===== src/rtl/serial_frame_tx_if.sv =====
// Parallel-word handshake and serial output bundle for serial_frame_tx.
// The master side supplies words; the slave side (the transmitter) drives the bit stream and status.
interface serial_frame_tx_if #(
   parameter int DATA_W = 8
);
   logic [DATA_W-1:0] din;
   logic              din_valid;
   logic              din_ready;
   logic              dout;
   logic              busy;
   logic              frame_done;

   modport master (
      output din, din_valid,
      input  din_ready, dout, busy, frame_done
   );

   modport slave (
      input  din, din_valid,
      output din_ready, dout, busy, frame_done
   );
endinterface


===== src/rtl/serial_frame_tx.sv =====
// Bit-stuffed serial frame transmitter: PRE_LEN ones, separator 0, stuffed data MSB first, guard 0.
// First preamble bit one cycle after accept; din_ready only in IDLE, so words wait while a frame is out.
module serial_frame_tx #(
   parameter int PRE_LEN = 4,
   parameter int DATA_W  = 8
) (
   input logic               clk,
   input logic               ret,
   serial_frame_tx_if.slave  tx
);

   localparam int PW = $clog2(PRE_LEN + 1);
   localparam int BW = $clog2(DATA_W + 1);
   localparam int RW = $clog2(PRE_LEN);

   localparam logic [PW-1:0] PRE_LAST = PW'(PRE_LEN);
   localparam logic [BW-1:0] BIT_LAST = BW'(DATA_W);
   localparam logic [RW-1:0] RUN_MAX  = RW'(PRE_LEN - 1);

   typedef enum logic [2:0] {
      S_IDLE  = 3'd0,
      S_PRE   = 3'd1,
      S_SEP   = 3'd2,
      S_DATA  = 3'd3,
      S_STUFF = 3'd4,
      S_GUARD = 3'd5
   } state_t;

   state_t            state_q, state_d;
   logic [DATA_W-1:0] sr_q, sr_d;
   logic [PW-1:0]     pre_cnt_q, pre_cnt_d;
   logic [BW-1:0]     bit_cnt_q, bit_cnt_d;
   logic [RW-1:0]     run_cnt_q, run_cnt_d;
   logic              dout_q, dout_d;
   logic              busy_q, busy_d;
   logic              done_q, done_d;
   logic              rdy_q, rdy_d;
   logic              cur_bit;

   always_ff @(posedge clk or negedge ret) begin
      if (!ret) begin
         state_q   <= S_IDLE;
         sr_q      <= '0;
         pre_cnt_q <= '0;
         bit_cnt_q <= '0;
         run_cnt_q <= '0;
         dout_q    <= 1'b0;
         busy_q    <= 1'b0;
         done_q    <= 1'b0;
         rdy_q     <= 1'b0;
      end else begin
         state_q   <= state_d;
         sr_q      <= sr_d;
         pre_cnt_q <= pre_cnt_d;
         bit_cnt_q <= bit_cnt_d;
         run_cnt_q <= run_cnt_d;
         dout_q    <= dout_d;
         busy_q    <= busy_d;
         done_q    <= done_d;
         rdy_q     <= rdy_d;
      end
   end

   always_comb begin
      state_d   = state_q;
      sr_d      = sr_q;
      pre_cnt_d = pre_cnt_q;
      bit_cnt_d = bit_cnt_q;
      run_cnt_d = run_cnt_q;
      cur_bit   = sr_q[DATA_W-1];

      case (state_q)
         S_IDLE: begin
            // rdy_q is the registered din_ready, so the first edge after reset never accepts
            if (tx.din_valid && rdy_q) begin
               sr_d      = tx.din;
               pre_cnt_d = '0;
               state_d   = S_PRE;
            end
         end
         S_PRE: begin
            pre_cnt_d = pre_cnt_q + PW'(1);
            if (pre_cnt_d == PRE_LAST) state_d = S_SEP;
         end
         S_SEP: begin
            run_cnt_d = '0;
            bit_cnt_d = '0;
            state_d   = S_DATA;
         end
         S_DATA: begin
            sr_d      = sr_q << 1;
            bit_cnt_d = bit_cnt_q + BW'(1);
            run_cnt_d = cur_bit ? run_cnt_q + RW'(1) : '0;
            // A stuff bit wins over the guard, even after the final data bit
            if (cur_bit && (run_cnt_d == RUN_MAX)) state_d = S_STUFF;
            else if (bit_cnt_d == BIT_LAST)        state_d = S_GUARD;
         end
         S_STUFF: begin
            run_cnt_d = '0;
            state_d   = (bit_cnt_q == BIT_LAST) ? S_GUARD : S_DATA;
         end
         S_GUARD: begin
            state_d = S_IDLE;
         end
         default: begin
            state_d   = S_IDLE;
            sr_d      = '0;
            pre_cnt_d = '0;
            bit_cnt_d = '0;
            run_cnt_d = '0;
         end
      endcase

      // Outputs are decoded from the next state so each register shows the bit of the cycle it enters
      dout_d = (state_d == S_PRE) || ((state_d == S_DATA) && sr_d[DATA_W-1]);
      busy_d = (state_d != S_IDLE);
      done_d = (state_d == S_GUARD);
      rdy_d  = (state_d == S_IDLE);
   end

   assign tx.dout       = dout_q;
   assign tx.busy       = busy_q;
   assign tx.frame_done = done_q;
   assign tx.din_ready  = rdy_q;

endmodule


===== src/flat_wrapper.sv =====
// flat-port wrapper written by rule: the top's interface ports become plain ports
module serial_frame_tx_flat 
#(
   parameter int PRE_LEN = 4,
   parameter int DATA_W  = 8
)
  (clk, ret, tx_din, tx_din_valid, tx_din_ready, tx_dout, tx_busy, tx_frame_done);
  serial_frame_tx_if #(.DATA_W(DATA_W)) tx_i ();
  input logic clk;
  input logic ret;
  input wire logic [$bits(tx_i.din)-1:0] tx_din;
  input wire logic [$bits(tx_i.din_valid)-1:0] tx_din_valid;
  output wire logic [$bits(tx_i.din_ready)-1:0] tx_din_ready;
  output wire logic [$bits(tx_i.dout)-1:0] tx_dout;
  output wire logic [$bits(tx_i.busy)-1:0] tx_busy;
  output wire logic [$bits(tx_i.frame_done)-1:0] tx_frame_done;
  assign tx_i.din = tx_din;
  assign tx_i.din_valid = tx_din_valid;
  assign tx_din_ready = tx_i.din_ready;
  assign tx_dout = tx_i.dout;
  assign tx_busy = tx_i.busy;
  assign tx_frame_done = tx_i.frame_done;
  serial_frame_tx #(.PRE_LEN(PRE_LEN), .DATA_W(DATA_W)) u_core (.clk(clk), .ret(ret), .tx(tx_i));
endmodule

===== config.mk =====
export PLATFORM = sky130hd
export DESIGN_NAME = serial_frame_tx_flat
export DESIGN_NICKNAME = d
export VERILOG_FILES = /design/src/rtl/serial_frame_tx_if.sv /design/src/rtl/serial_frame_tx.sv /design/src/flat_wrapper.sv
export SDC_FILE = /design/constraint.sdc
export NUM_CORES = 1
export LEC_CHECK = 0
export ABC_AREA = 1
export BUFFER_PORTS_ARGS = -buffer_cell sky130_fd_sc_hd__buf_2
export CELL_PAD_IN_SITES_DETAIL_PLACEMENT = 1
export CELL_PAD_IN_SITES_GLOBAL_PLACEMENT = 1
export CORE_ASPECT_RATIO = 1.1
export CORE_UTILIZATION = 38
export DETAILED_ROUTE_END_ITERATION = 10
export HOLD_SLACK_MARGIN = 0.05
export PLACE_DENSITY_LB_ADDON = 0.05
export SLEW_MARGIN = 20
export SYNTH_ARGS = -nofsm -noshare
export SYNTH_HDL_FRONTEND = slang
export SYNTH_SLANG_ARGS = --single-unit

===== constraint.sdc =====
create_clock -name clk -period 1.44 [get_ports clk]
set_clock_uncertainty 0.2 [all_clocks]
set_input_delay 0.144 -clock clk [delete_from_list [all_inputs] [get_ports clk]]
set_output_delay 0.144 -clock clk [all_outputs]
set_load 0.02 [all_outputs]

Yosys cells after proc, flatten, opt, wreduce, memory -nomap -nowiden
Index checks and enable logic that the tools add are counted.
{"block": "classes", "eq_ne": 13, "n_mux": 13, "n_addsub": 3, "bitwise": 2, "n_reduce_logical": 13}
{"op": "case mux 8 bit (3 select lines)", "count": 1}
{"op": "two-way mux 3 bit", "count": 6}
{"op": "case mux 3 bit (5 select lines)", "count": 1}
{"op": "equality test 3 bit (second input constant)", "count": 4}
{"op": "OR reduction 4 bit", "count": 3}
{"op": "equality test 3 x 2 -> 1 bit (second input constant)", "count": 3}
{"op": "case mux 3 bit (3 select lines)", "count": 1}
{"op": "equality test 4 bit (second input constant)", "count": 2}
{"op": "two-way mux 8 bit", "count": 1}
{"op": "case mux 4 bit (2 select lines)", "count": 1}
{"op": "equality test 3 x 1 -> 1 bit (second input constant)", "count": 2}
{"op": "zero test 3 bit", "count": 2}
{"op": "adder 4 x 1 -> 4 bit (second input constant)", "count": 1}
{"op": "case mux 2 bit (2 select lines)", "count": 1}
{"op": "AND reduction 2 bit", "count": 2}
{"op": "adder 3 x 1 -> 3 bit (second input constant)", "count": 1}
{"op": "logical AND 1 bit", "count": 3}
{"op": "nonzero test 3 bit", "count": 1}
{"op": "OR reduction 3 bit", "count": 1}
{"op": "adder 2 x 1 -> 2 bit (second input constant)", "count": 1}
{"op": "equality test 2 bit (second input constant)", "count": 1}
{"op": "two-way mux 2 bit", "count": 1}
{"op": "!= test 2 x 1 -> 1 bit (second input constant)", "count": 1}
{"op": "inverter 1 bit", "count": 2}
{"op": "logical OR 1 bit", "count": 1}
{"block": "totals", "input_bits": 11, "register_bits": 24, "elab_cells": 54}

Longest topological paths before layout
Gate-level depths: netlist (run 1).
{"block": "logic_depth", "word_depth": 9, "ltp_mapped": 10}

Worst setup path before layout (run 1)
Ideal clock, no wire load.
{"block": "synth_timing", "kind": "reg2reg", "startpoint": "reg u_core.state_q[1]", "endpoint": "reg u_core.run_cnt_q[1]", "path_slack_ns": -0.030, "required_time_ns": 1.117, "synth_period_minus_slack_ns": 1.470, "stages_incl_launch_ff": 7, "arrival_time_ns": 1.147, "path_cell_list": "dfrtp_1 inv_1 ha_1 o21bai_1 a21oi_1 o21bai_1 a21oi_1"}
{"block": "synth_via", "elab_chain_len": 3}
{"item": "from (decl)", "line": "serial_frame_tx.sv:29", "text": "state_t state_q, state_d;"}
{"item": "from (signal assigned)", "line": "serial_frame_tx.sv:52", "text": "state_q <= state_d;"}
{"item": "equality test 3 bit (tied with other cells)", "line": "serial_frame_tx.sv:72", "text": "case (state_q)"}
{"item": "OR reduction 3 bit (no source line)"}
{"item": "case mux 2 bit (2 select lines)", "line": "serial_frame_tx.sv:72"}
{"item": "to (signal assigned)", "line": "serial_frame_tx.sv:56", "text": "run_cnt_q <= run_cnt_d;"}
{"item": "to (decl)", "line": "serial_frame_tx.sv:33", "text": "logic [RW-1:0] run_cnt_q, run_cnt_d;"}
Parallel ways exist; a longest one is shown, timed or not.
A chain may end at the register's enable or synchronous reset.

Worst setup path in the final report (run 1)
{"block": "layout_timing", "startpoint": "reg u_core.state_q[2]", "endpoint": "reg u_core.dout_q (netlist: u_core.tx.dout)"}
{"block": "layout_via", "elab_chain_len": 6}
{"item": "two-way mux 3 bit", "line": "serial_frame_tx.sv:96", "text": "else if (bit_cnt_d == BIT_LAST) state_d = S_GUARD;"}
{"item": "two-way mux 3 bit", "line": "serial_frame_tx.sv:95", "text": "if (cur_bit && (run_cnt_d == RUN_MAX)) state_d = S_STUFF;"}
{"item": "case mux 3 bit (5 select lines)", "line": "serial_frame_tx.sv:72"}
{"item": "equality test 3 x 2 -> 1 bit", "line": "serial_frame_tx.sv:115", "text": "dout_d = (state_d == S_PRE) || ((state_d == S_DATA) && sr_d[DATA_W-1]);"}
{"item": "logical AND 1 bit", "line": "serial_frame_tx.sv:115"}
{"item": "logical OR 1 bit (*)", "line": "serial_frame_tx.sv:115"}
{"item": "named net u_core.dout_d", "line": "serial_frame_tx.sv:34", "text": "logic dout_q, dout_d;"}
{"item": "to (signal assigned)", "line": "serial_frame_tx.sv:57", "text": "dout_q <= dout_d;"}
{"item": "to (decl)", "line": "serial_frame_tx.sv:34"}
The timed path passes the listed nets; every way through them passes the cells marked *.

==> flow_metrics.env, run 1 <==
export IMPL_clockBufferDepth=2
export IMPL_grt_remaining_overflow=0
export IMPL_drtIter0Drc=39
export IMPL_synth_avg_cell_area_um2=8.48
export IMPL_synth_seq_cells=24
export IMPL_grt_max_degree=25
export IMPL_numCtsBuffers=3
export IMPL_crit_required_ns=1.50
export IMPL_first_pass_iters=4
export IMPL_yosysTopAreaCell="dfrtp_1"
export IMPL_boundaryPins=15
export IMPL_detail_route_antenna_nets=0
export IMPL_path_buf_inv=2
export IMPL_clk_pin_slew_ns=0.15
export IMPL_path_max_fanout=6
export IMPL_synthCells=143
export IMPL_slew_headroom_pct=62.9
export IMPL_finalWorstSetupSlack_ns=-0.229
export IMPL_synth_top_area_share_pct=49.5
export IMPL_drcViolationCount=0
export IMPL_finalHoldViolations=0
export IMPL_path_cells="inv_2 -> nand3_2 -> buf_4 -> nor2_2 -> a21oi_1 -> nand2_1 -> nand2_2 -> a21oi_1"
export IMPL_ir_worst_vdd_v=0.00127
export IMPL_io_buffer_count=14
export IMPL_tritoncts="done"
export IMPL_cpMostUsedCell="a21oi_1"
export IMPL_floorplan_initialDensity_pct=39.8
export IMPL_ys_seq_area_share_pct=49.5
export IMPL_num_fill_cells=326
export IMPL_dp_cells=213
export IMPL_yosysWarnings=0
export IMPL_period_share_pct=116
export IMPL_grt_antenna_before_repair=0
export IMPL_finalSetupViolCount=22
export IMPL_dp_hpwl_mm=2.47
export IMPL_gp_congestion=0.852
export IMPL_crit_end="u_core.tx.dout$_DFF_PN0_"
export IMPL_dpl_cell_area_mm2=0.00149
export IMPL_wl_per_cell_um=21.1
export IMPL_synth_ff_type="dfrtp_1"
export IMPL_track_usage_pct=26.2
export IMPL_cp_slowest_cell="dfrtp_1"
export IMPL_dieArea_mm2=0.00342
export IMPL_path_depth=8
export IMPL_grt_pass1_wl_mm=6.71
export IMPL_fin_setup_tns_ns=-2.98
export IMPL_nets=221
export IMPL_cp_end_kind="flip-flop"
export IMPL_synth_edf_count=0
export IMPL_n_antenna_cell=0
export IMPL_syn_nets=160
export IMPL_rsz0062_at_grt="yes"
export IMPL_power_density_mw_per_mm2=1750
export IMPL_period_minus_slack_ns=1.67
export IMPL_status="finished, violations left"
export IMPL_worstSetupStartpoint="u_core.state_q[2]$_DFF_PN0_"
export IMPL_htreeDepth=1
export IMPL_rows=21
export IMPL_r2r_end="u_core.tx.dout$_DFF_PN0_"
export IMPL_yosysUniqueCellTypes=18
export IMPL_r2r_cells=8
export IMPL_hold_class="in -> async"
export IMPL_fmax_ghz=0.599
export IMPL_instances_no_fill=237
export IMPL_drive_gt1_share_pct=57.6
export IMPL_yosys_top_cells_count="nand2_1 (35), dfrtp_1 (24), inv_1 (21), o21ai_0 (14), nand3_1 (13)"
export IMPL_final_util_pct=68.5
export IMPL_violations="negative setup slack"
export IMPL_start_kind="flip-flop"
export IMPL_r2r_setup_slack_ns=-0.23
export IMPL_cts_sinks=24
export IMPL_synth_most_common_cell="nand2_1"
export IMPL_grt_pass1_vias=1330
export IMPL_tightest_slew_ns=0.556
export IMPL_path_class="reg -> reg"
export IMPL_syn_area_mm2=0.00121
export IMPL_fin_area_mm2=0.00209
export IMPL_worstPathArrival_ns=1.73
export IMPL_p_leak_nw=0.993
export IMPL_slowest_delay_ns=0.45
export IMPL_clk_latency_ns=0.33
export IMPL_r2r_start="u_core.state_q[2]$_DFF_PN0_"
export IMPL_core_mm2=0.00305
export IMPL_via_per_inst=5.67
export IMPL_area_growth_pct=72.2
export IMPL_vias=1344
export IMPL_drv_slew=0
export IMPL_die_height_um=61.2
export IMPL_wl_mm=5.01
export IMPL_root_buffer="clkbuf_4"
export IMPL_die_w_um=55.9
export IMPL_synth_area_leaders="dfrtp_1 (50%), nand2_1 (11%), inv_1 (6.5%)"
export IMPL_maxCapViolations=0
export IMPL_crit_family="flip-flops"
export IMPL_async_reset_ff_share_pct=100
[metrics by stage]
stage	total power (W)	setup WS [ns]	hold slack [ns]
6_report	0.00365	-0.229	0.116
5_1_grt	0.00384	-0.276	0.173
4_1_cts	0.00312	-0.123	0.135
3_5_place_dp	0.00225	-0.217	-0.0396
3_3_place_gp	0.00218	-0.111	-0.0456
2_1_floorplan	0.00168	-0.0168	-0.352
[cells in the final DEF, fill, tap and decap left out, types with 5 or more instances in the layout]
cell type	netlist	layout
a22oi_2	0	5
o21ai_1	0	7
buf_6	0	11
dfrtp_1	24	22
inv_1	21	11
nor2_4	1	5
nand2_4	0	7
nand3_2	2	5
nand3_4	0	5
dlygate4sd3_1	0	9
nand2_1	35	15
inv_2	1	7
nand3_1	13	5
nand2_2	1	13
buf_2	1	14
buf_4	0	22
[sequential cells by signal, summed over array words and instances (netlist names)]
signal / cells
u_core.run_cnt_q: 2
u_core.tx.dout: 1
u_core.state_q: 3
u_core.tx.din_ready: 1
u_core.pre_cnt_q: 3
u_core.bit_cnt_q: 4
u_core.sr_q: 8
u_core.tx.frame_done: 1
u_core.tx.busy: 1
[report_power, final]
group	switching [W]	internal, W	leakage [nW]
Clock	0.000232	0.000281	0.0279
Combinational	0.00110	0.000902	0.652
Sequential	0.000249	0.000889	0.313
[logic make-up after synthesis]
kind of cell	share of synthesized area, %
buf+inv	7.22
compound gates	14.7
simple gates	22.4
fa+ha+maj	6.19
flops	49.5
[worst register-to-register path: stages (launching register included)]
cell,delay (ns)
dfrtp_1,0.45
inv_2,0.15
nand3_2,0.13
buf_4,0.18
nor2_2,0.14
a21oi_1,0.08
nand2_1,0.10
nand2_2,0.06
a21oi_1,0.12
[worst min path at each step]
stage	endpoint	slack (ns)
4_1_cts	u_core.sr_q[6]$_DFFE_PN0P_	0.13
2_1_floorplan	u_core.bit_cnt_q[0]$_DFFE_PN0N_	-0.35
5_1_grt	u_core.bit_cnt_q[1]$_DFFE_PN0N_	0.17
3_5_place_dp	u_core.bit_cnt_q[1]$_DFFE_PN0N_	-0.04
6_report	u_core.bit_cnt_q[0]$_DFFE_PN0N_	0.12
3_3_place_gp	u_core.bit_cnt_q[1]$_DFFE_PN0N_	-0.05
[per-layer routing]
layer	track usage, %	part of all wire, %
met1	31.0	39
met2	49.4	55
met3	3.78	4.0
met4	10.5	2.4
met5	0	0
[repair_timing]
item                       CTS  global route
setup endpoints to repair   21            22
gates resized for setup     58            47
pin swaps                   17            29
buffers inserted             7             4
hold buffers                 9             0
hold endpoints to repair    33             0
[cell type report]
type / instances / area, um^2 / share of cell area, %
Multi-Input combinational cell: 96 / 828 / 39.7
Sequential cell: 24 / 603 / 28.9
Timing Repair Buffer: 57 / 469 / 22.5
Inverter: 22 / 92.6 / 4.43
Tap cell: 34 / 42.5 / 2.04
Clock inverter: 1 / 30.0 / 1.44
Clock buffer: 3 / 22.5 / 1.08
No activity file was read; power rests on OpenSTA's default activity.
==> inputs of run 2 (changes only) <==
CORE_UTILIZATION = 40   (was 38)
CTS_BUF_LIST = sky130_fd_sc_hd__clkbuf_8   (was not set)
==> flow_metrics.env, run 2 (same netlist as run 1, synthesis figures left out) <==
export IMPL_status="finished, violations left"
export IMPL_violations="negative setup slack"
export IMPL_dp_hpwl_mm=2.37
export IMPL_tightest_slew_ns=0.567
export IMPL_rows=20
export IMPL_regArea_um2=606
export IMPL_final_common_cell="buf_4"
export IMPL_drv_slew=0
export IMPL_dpl_cell_area_mm2=0.00149
export IMPL_tritoncts="done"
export IMPL_start_kind="flip-flop"
export IMPL_final_util_pct=74.3
export IMPL_path_class="reg -> reg"
export IMPL_period_share_pct=119
export IMPL_root_buffer="clkbuf_8"
export IMPL_n_antenna_cell=0
export IMPL_p_clk_share_pct=13.4
export IMPL_met2_usage_pct=52.6
export IMPL_cp_slowest_cell="dfrtp_2"
export IMPL_first_pass_iters=6
export IMPL_ir_worst_vdd_v=0.00121
export IMPL_p_switching_w=0.00169
export IMPL_grt_antenna_before_repair=0
export IMPL_wl_per_cell_um=24.0
export IMPL_r2r_end="u_core.tx.dout$_DFF_PN0_"
export IMPL_crit_family="simple AND/OR/NAND/NOR gates"
export IMPL_r2r_start="u_core.state_q[1]$_DFF_PN0_"
export IMPL_wl_mm=5.80
export IMPL_track_usage_pct=29.6
export IMPL_fin_setup_tns_ns=-2.69
export IMPL_htreeDepth=1
export IMPL_r2r_cells=7
export IMPL_top_usage_layer="met2"
export IMPL_gp_congestion=0.861
export IMPL_multi_input_area_um2=816
export IMPL_drive_gt1_share_pct=58.4
export IMPL_grt_pass1_vias=1390
export IMPL_final_cell_mix="buf_4 (31), dfrtp_1 (20), nand2_1 (19)"
export IMPL_core_mm2=0.00283
export IMPL_instances_no_fill=242
export IMPL_detail_route_antenna_nets=0
export IMPL_nets=227
export IMPL_slowest_delay_ns=0.50
export IMPL_rsz0062_at_grt="yes"
export IMPL_fin_area_mm2=0.00210
export IMPL_area_growth_pct=73.4
export IMPL_slew_headroom_pct=62.2
export IMPL_path_buf_inv=1
export IMPL_path_cells="inv_4 -> nand2_4 -> nor2_4 -> nand2_1 -> nand4_1 -> nand3_1 -> a21oi_2"
export IMPL_dieArea_mm2=0.00326
export IMPL_path_max_fanout=6
export IMPL_power_density_mw_per_mm2=1780
export IMPL_intPower_w=0.00206
export IMPL_drtIter0Drc=34
export IMPL_maxCapViolations=0
export IMPL_r2r_setup_slack_ns=-0.28
export IMPL_via_per_inst=5.78
export IMPL_pre_cts_ws_ns=-0.208
export IMPL_finalWorstSetupSlack_ns=-0.275
export IMPL_finalSetupViolCount=21
export IMPL_grt_pass1_wl_mm=6.60
export IMPL_power_share_sequential_pct=31.3
export IMPL_period_minus_slack_ns=1.72
export IMPL_boundaryPins=15
export IMPL_largest_reg_flops=8
export IMPL_clk_pin_slew_ns=0.10
export IMPL_num_fill_cells=274
export IMPL_finalHoldViolations=0
export IMPL_p_leak_nw=1.02
export IMPL_top_register="u_core.sr_q"
export IMPL_cp_end_kind="flip-flop"
export IMPL_io_buffer_count=14
export IMPL_floorplan_initialDensity_pct=42.9
export IMPL_combinationalPowerShare_pct=55.3
export IMPL_hold_class="in -> async"
export IMPL_numCtsBuffers=3
export IMPL_die_w_um=54.5
export IMPL_dp_cells=212
export IMPL_fmax_ghz=0.583
export IMPL_largest_registers="u_core.sr_q (8), u_core.bit_cnt_q (4)"
export IMPL_clk_latency_ns=0.29
export IMPL_use_met3_pct=4.58
export IMPL_netSwitchingFraction_pct=45.1
export IMPL_grt_max_degree=25
export IMPL_grt_remaining_overflow=0
export IMPL_grt_use_met1_pct=33.6
export IMPL_clockBufferDepth=2
export IMPL_die_height_um=59.7
export IMPL_path_depth=7
export IMPL_cts_sinks=24
export IMPL_crit_required_ns=1.47
export IMPL_drcViolationCount=0
export IMPL_vias=1399
export IMPL_worstPathArrival_ns=1.74
==> run 2: changes by cell type in the layout (fill, tap and decap cells not counted), moves of 3 or more <==
cell      previous run  this run
clkbuf_4             3         0
clkbuf_8             0         4
nand2_1             15        19
buf_4               22        31
nand2_2             13         8
==> run 2: power groups by stage <==
stage                     logic, W  registers (W)  clock network (W)
after floorplan           0.000599        0.00108                  0
after global placement     0.00111        0.00105                  0
after detailed placement   0.00116        0.00107                  0
after CTS                  0.00145        0.00108           0.000482
after global routing       0.00218        0.00119           0.000508
final                      0.00207        0.00117           0.000503
==> run 2: worst reg2reg max path, delay by kind of cell (launching register included) <==
kind | cells | cell delay [ns]
simple gates | 5 | 0.70
flops | 1 | 0.50
compound gates | 1 | 0.13
buf+inv | 1 | 0.12
==> run 2: stage by stage <==
step	total power, W	hold WS, ns
after detailed placement	0.00223	-0.0352
after floorplan	0.00168	-0.352
after CTS	0.00301	0.205
after global placement	0.00216	-0.0399
final	0.00375	0.204
after global routing	0.00387	0.256
==> run 2: how the worst max path moves through the flow <==
stage                                     to  slack (ns)                            start
finish              u_core.tx.dout$_DFF_PN0_       -0.28      u_core.state_q[1]$_DFF_PN0_
global route        u_core.tx.dout$_DFF_PN0_       -0.33  u_core.pre_cnt_q[1]$_DFFE_PN0P_
CTS                 u_core.tx.busy$_DFF_PN0_       -0.11  u_core.bit_cnt_q[0]$_DFFE_PN0N_
detailed placement  u_core.tx.busy$_DFF_PN0_       -0.21  u_core.bit_cnt_q[0]$_DFFE_PN0N_
global placement    u_core.tx.busy$_DFF_PN0_       -0.16  u_core.bit_cnt_q[1]$_DFFE_PN0N_
floorplan           u_core.tx.dout$_DFF_PN0_       -0.02      u_core.state_q[1]$_DFF_PN0_
==> run 2: timing repair <==
item,CTS,global route
hold buffers,9,0
endpoints found under the hold margin,32,0
pin swaps,16,16
setup endpoints to repair,20,23
gates resized for setup,51,49
buffers inserted,12,5
==> run 2: final cells by class <==
| cell class | count | area share (%) |
|---|---|---|
| Timing Repair Buffer | 63 | 23.5 |
| Multi-Input combinational cell | 96 | 38.8 |
| Tap cell | 33 | 1.96 |
| Sequential cell | 24 | 28.8 |
| Clock buffer | 4 | 2.62 |
| Inverter | 22 | 4.29 |
==> run 2: layer usage <==
layer / routed length (um) / vias to the layer above / share of wire [%]
li1: - / 610 / -
met1: 2300 / 707 / 40
met2: 2990 / 54 / 52
met3: 214 / 28 / 3.7
met4: 294 / 0 / 5.1
met5: 0 / - / 0
==> inputs of run 3 (changes only) <==
BUFFER_PORTS_ARGS = not set   (was -buffer_cell sky130_fd_sc_hd__buf_2)
CORE_UTILIZATION = 48   (was 40)
DONT_BUFFER_PORTS = 1   (was not set)
clock period = 1.6 ns   (was 1.44 ns; I/O delays follow)
==> flow_metrics.env, run 3 <==
export IMPL_ys_seq_area_share_pct=49.5
export IMPL_stop_stage="global routing"
export IMPL_numCtsBuffers=3
export IMPL_clockBufferDepth=2
export IMPL_endpoint_type="sequential cell input"
export IMPL_yosysWarnings=0
export IMPL_root_buffer="clkbuf_8"
export IMPL_die_w_um=49.9
export IMPL_io_buffer_count=0
export IMPL_error="[ERROR DPL-0033] detailed placement checks failed during check placement."
export IMPL_syn_area_mm2=0.00121
export IMPL_synth_ff_type="dfrtp_1"
export IMPL_yosysTopAreaCell="dfrtp_1"
export IMPL_yosysUniqueCellTypes=18
export IMPL_syn_nets=160
export IMPL_boundaryPins=15
export IMPL_yosys_top_cells_count="nand2_1 (35), dfrtp_1 (24), inv_1 (21), o21ai_0 (14), nand3_1 (13)"
export IMPL_floorplan_initialDensity_pct=52.3
export IMPL_dp_hpwl_mm=2.36
export IMPL_dpl_cell_area_mm2=0.00135
export IMPL_rows=18
export IMPL_synth_most_common_cell="nand2_1"
export IMPL_status="aborted with a tool error"
export IMPL_grt_max_degree=25
export IMPL_htreeDepth=1
export IMPL_crit_endpoint="u_core.tx.din_ready$_DFF_PN0_/D"
export IMPL_synth_edf_count=0
export IMPL_async_reset_ff_share_pct=100
export IMPL_cts_sinks=24
export IMPL_synth_area_leaders="dfrtp_1 (50%), nand2_1 (11%), inv_1 (6.5%)"
export IMPL_synth_top_area_share_pct=49.5
export IMPL_synth_seq_cells=24
export IMPL_synth_avg_cell_area_um2=8.48
export IMPL_synthCells=143
export IMPL_grt_antenna_before_repair=0
export IMPL_die_height_um=54.7
export IMPL_gp_congestion=0.806
-- run 3: logic make-up after synthesis --
group	Yosys count	synth area share, %
AOI/OAI and AO/OA	30	14.7
adders and majority gates	6	6.19
buffers and inverters	23	7.22
DFF	24	49.5
and+or+nand+nor	60	22.4
-- run 3: metrics by stage --
step	setup WS [ns]	TNS [ns]	hold slack (ns)	utilization [%]	std cells
4_1_cts	0.00241	0	0.117	66.2	202
3_5_place_dp	-0.0719	-0.318	-0.335	58.2	186
3_3_place_gp	0.00364	0	-0.335	58.2	186
2_1_floorplan	0.130	0	-0.336	-	143
-- run 3: what timing repair did --
item	CTS
hold endpoints to repair	32
pin swaps	1
endpoints found under the setup margin	6
hold buffers	10
setup buffers	3
resized for setup	8
==> inputs of run 4 (changes only) <==
CELL_PAD_IN_SITES_DETAIL_PLACEMENT = not set   (was 1)
CELL_PAD_IN_SITES_GLOBAL_PLACEMENT = not set   (was 1)
CORE_AREA = 2 2 63 65   (was not set)
CORE_ASPECT_RATIO = not set   (was 1.1)
CORE_UTILIZATION = not set   (was 48)
CTS_BUF_LIST = not set   (was sky130_fd_sc_hd__clkbuf_8)
DIE_AREA = 0 0 65 67   (was not set)
HOLD_SLACK_MARGIN = not set   (was 0.05)
PLACE_DENSITY_LB_ADDON = 0.15   (was 0.05)
==> flow_metrics.env, run 4 (same netlist as run 1, synthesis figures left out) <==
export IMPL_ir_worst_vdd_v=0.000735
export IMPL_rsz0062_at_grt="yes"
export IMPL_use_met3_pct=2.36
export IMPL_fmax_ghz=0.653
export IMPL_worstPathArrival_ns=1.50
export IMPL_largest_reg_flops=8
export IMPL_largest_registers="u_core.sr_q (8), u_core.bit_cnt_q (4)"
export IMPL_die_height_um=67
export IMPL_p_leak_nw=0.827
export IMPL_drive_gt1_share_pct=33.9
export IMPL_wl_mm=2.94
export IMPL_rows=22
export IMPL_grt_max_degree=25
export IMPL_slew_headroom_pct=84.0
export IMPL_drcViolationCount=0
export IMPL_grt_pass1_wl_mm=4.79
export IMPL_path_class="reg -> reg"
export IMPL_finalHoldViolations=0
export IMPL_via_per_inst=4.83
export IMPL_n_antenna_cell=0
export IMPL_clk_latency_ns=0.27
export IMPL_root_buffer="clkbuf_8"
export IMPL_grt_remaining_overflow=0
export IMPL_first_pass_iters=5
export IMPL_htreeDepth=1
export IMPL_gp_congestion=0.778
export IMPL_met2_usage_pct=23.3
export IMPL_top_usage_layer="met2"
export IMPL_final_cell_mix="nand2_1 (27), buf_4 (23), dfrtp_1 (22)"
export IMPL_cts_sinks=24
export IMPL_num_fill_cells=353
export IMPL_period_share_pct=95.7
export IMPL_r2r_start="u_core.state_q[1]$_DFF_PN0_"
export IMPL_status="completed"
export IMPL_dp_hpwl_mm=1.96
export IMPL_finalSetupViolCount=0
export IMPL_dieArea_mm2=0.00436
export IMPL_tritoncts="done"
export IMPL_nets=198
export IMPL_finalWorstSetupSlack_ns=0.0692
export IMPL_regArea_um2=603
export IMPL_grt_pass1_vias=1125
export IMPL_vias=1101
export IMPL_multi_input_area_um2=592
export IMPL_maxCapViolations=0
export IMPL_pre_cts_ws_ns=-0.00362
export IMPL_drtIter0Drc=34
export IMPL_die_w_um=65
export IMPL_numCtsBuffers=3
export IMPL_clk_pin_slew_ns=0.09
export IMPL_tightest_slew_ns=0.239
export IMPL_period_minus_slack_ns=1.53
export IMPL_crit_required_ns=1.57
export IMPL_final_util_pct=46.8
export IMPL_power_density_mw_per_mm2=1510
export IMPL_grt_use_met1_pct=18.1
export IMPL_core_mm2=0.00361
export IMPL_hold_class="in -> async"
export IMPL_wl_per_cell_um=12.9
export IMPL_drv_slew=0
export IMPL_worstSetupStartpoint="u_core.state_q[1]$_DFF_PN0_"
export IMPL_cp_end_kind="flip-flop"
export IMPL_detail_route_antenna_nets=0
export IMPL_final_common_cell="nand2_1"
export IMPL_area_growth_pct=39.1
export IMPL_track_usage_pct=14.1
export IMPL_boundaryPins=15
export IMPL_floorplan_initialDensity_pct=33.6
export IMPL_top_register="u_core.sr_q"
export IMPL_start_kind="flip-flop"
export IMPL_io_buffer_count=0
export IMPL_clockBufferDepth=2
export IMPL_path_max_fanout=7
export IMPL_grt_antenna_before_repair=0
==> run 4: cell type report <==
type | instances | share of cell area [%]
sequential | 24 | 35.8
inverter | 22 | 4.90
multi-input combinational | 96 | 35.1
timing repair buffer | 34 | 17.4
tap | 48 | 3.56
clock buffer | 4 | 3.26
==> run 4: power by group <==
| part | leakage, nW | total, W | switching [W] | internal, W |
|---|---|---|---|---|
| Clock | 0.0288 | 0.000424 | 0.000204 | 0.000220 |
| Sequential | 0.313 | 0.00100 | 0.000202 | 0.000802 |
| Combinational | 0.485 | 0.00111 | 0.000583 | 0.000529 |
==> run 4: final timing paths <==
check	to	slack, ns	cells after the start
worst max-delay path	u_core.sr_q[0]$_DFFE_PN0P_	0.07	6
worst min-delay path	u_core.sr_q[4]$_DFFE_PN0P_	0.11	2
worst max register to register	u_core.sr_q[0]$_DFFE_PN0P_	0.07	6
worst min register to register	u_core.pre_cnt_q[0]$_DFFE_PN0P_	0.30	1
max in group asynchronous	u_core.state_q[0]$_DFF_PN0_	0.93	2
min in group clk	u_core.pre_cnt_q[0]$_DFFE_PN0P_	0.19	5
==> run 4: timing repair <==
item / in CTS / in global routing
resized for setup: 1 / 31
pin swaps: 1 / 9
hold buffers: 10 / 0
cloned: 0 / 0
buffers inserted: 1 / 10
endpoints found under the setup margin: 2 / 14
endpoints found under the hold margin: 32 / 0
==> run 4: metrics by stage <==
stage               hold slack (ns)  instance area (um^2)  instances  setup TNS, ns  power [W]
CTS                           0.110                  1540        218              0    0.00231
global route                  0.124                  1690        228         -0.239    0.00275
global placement             -0.335                  1370        203              0    0.00181
floorplan                    -0.336                  1210        143              0    0.00151
detailed placement           -0.335                  1370        203       -0.00362    0.00183
finish                        0.110                  1690        228              0    0.00254
==> run 4: critical path: stages, from the launching register on <==
cell and delay [ns]:
dfrtp_2 0.48, nand2_1 0.09, nand2_1 0.09, nand2_1 0.12
nand3_2 0.08, buf_4 0.17, a32o_1 0.20
==> run 4: per-layer routing <==
layer	vias to the layer above	wire length [um]
met5	-	0
met4	0	25
met3	4	75
met2	18	1490
met1	531	1350
li1	548	-
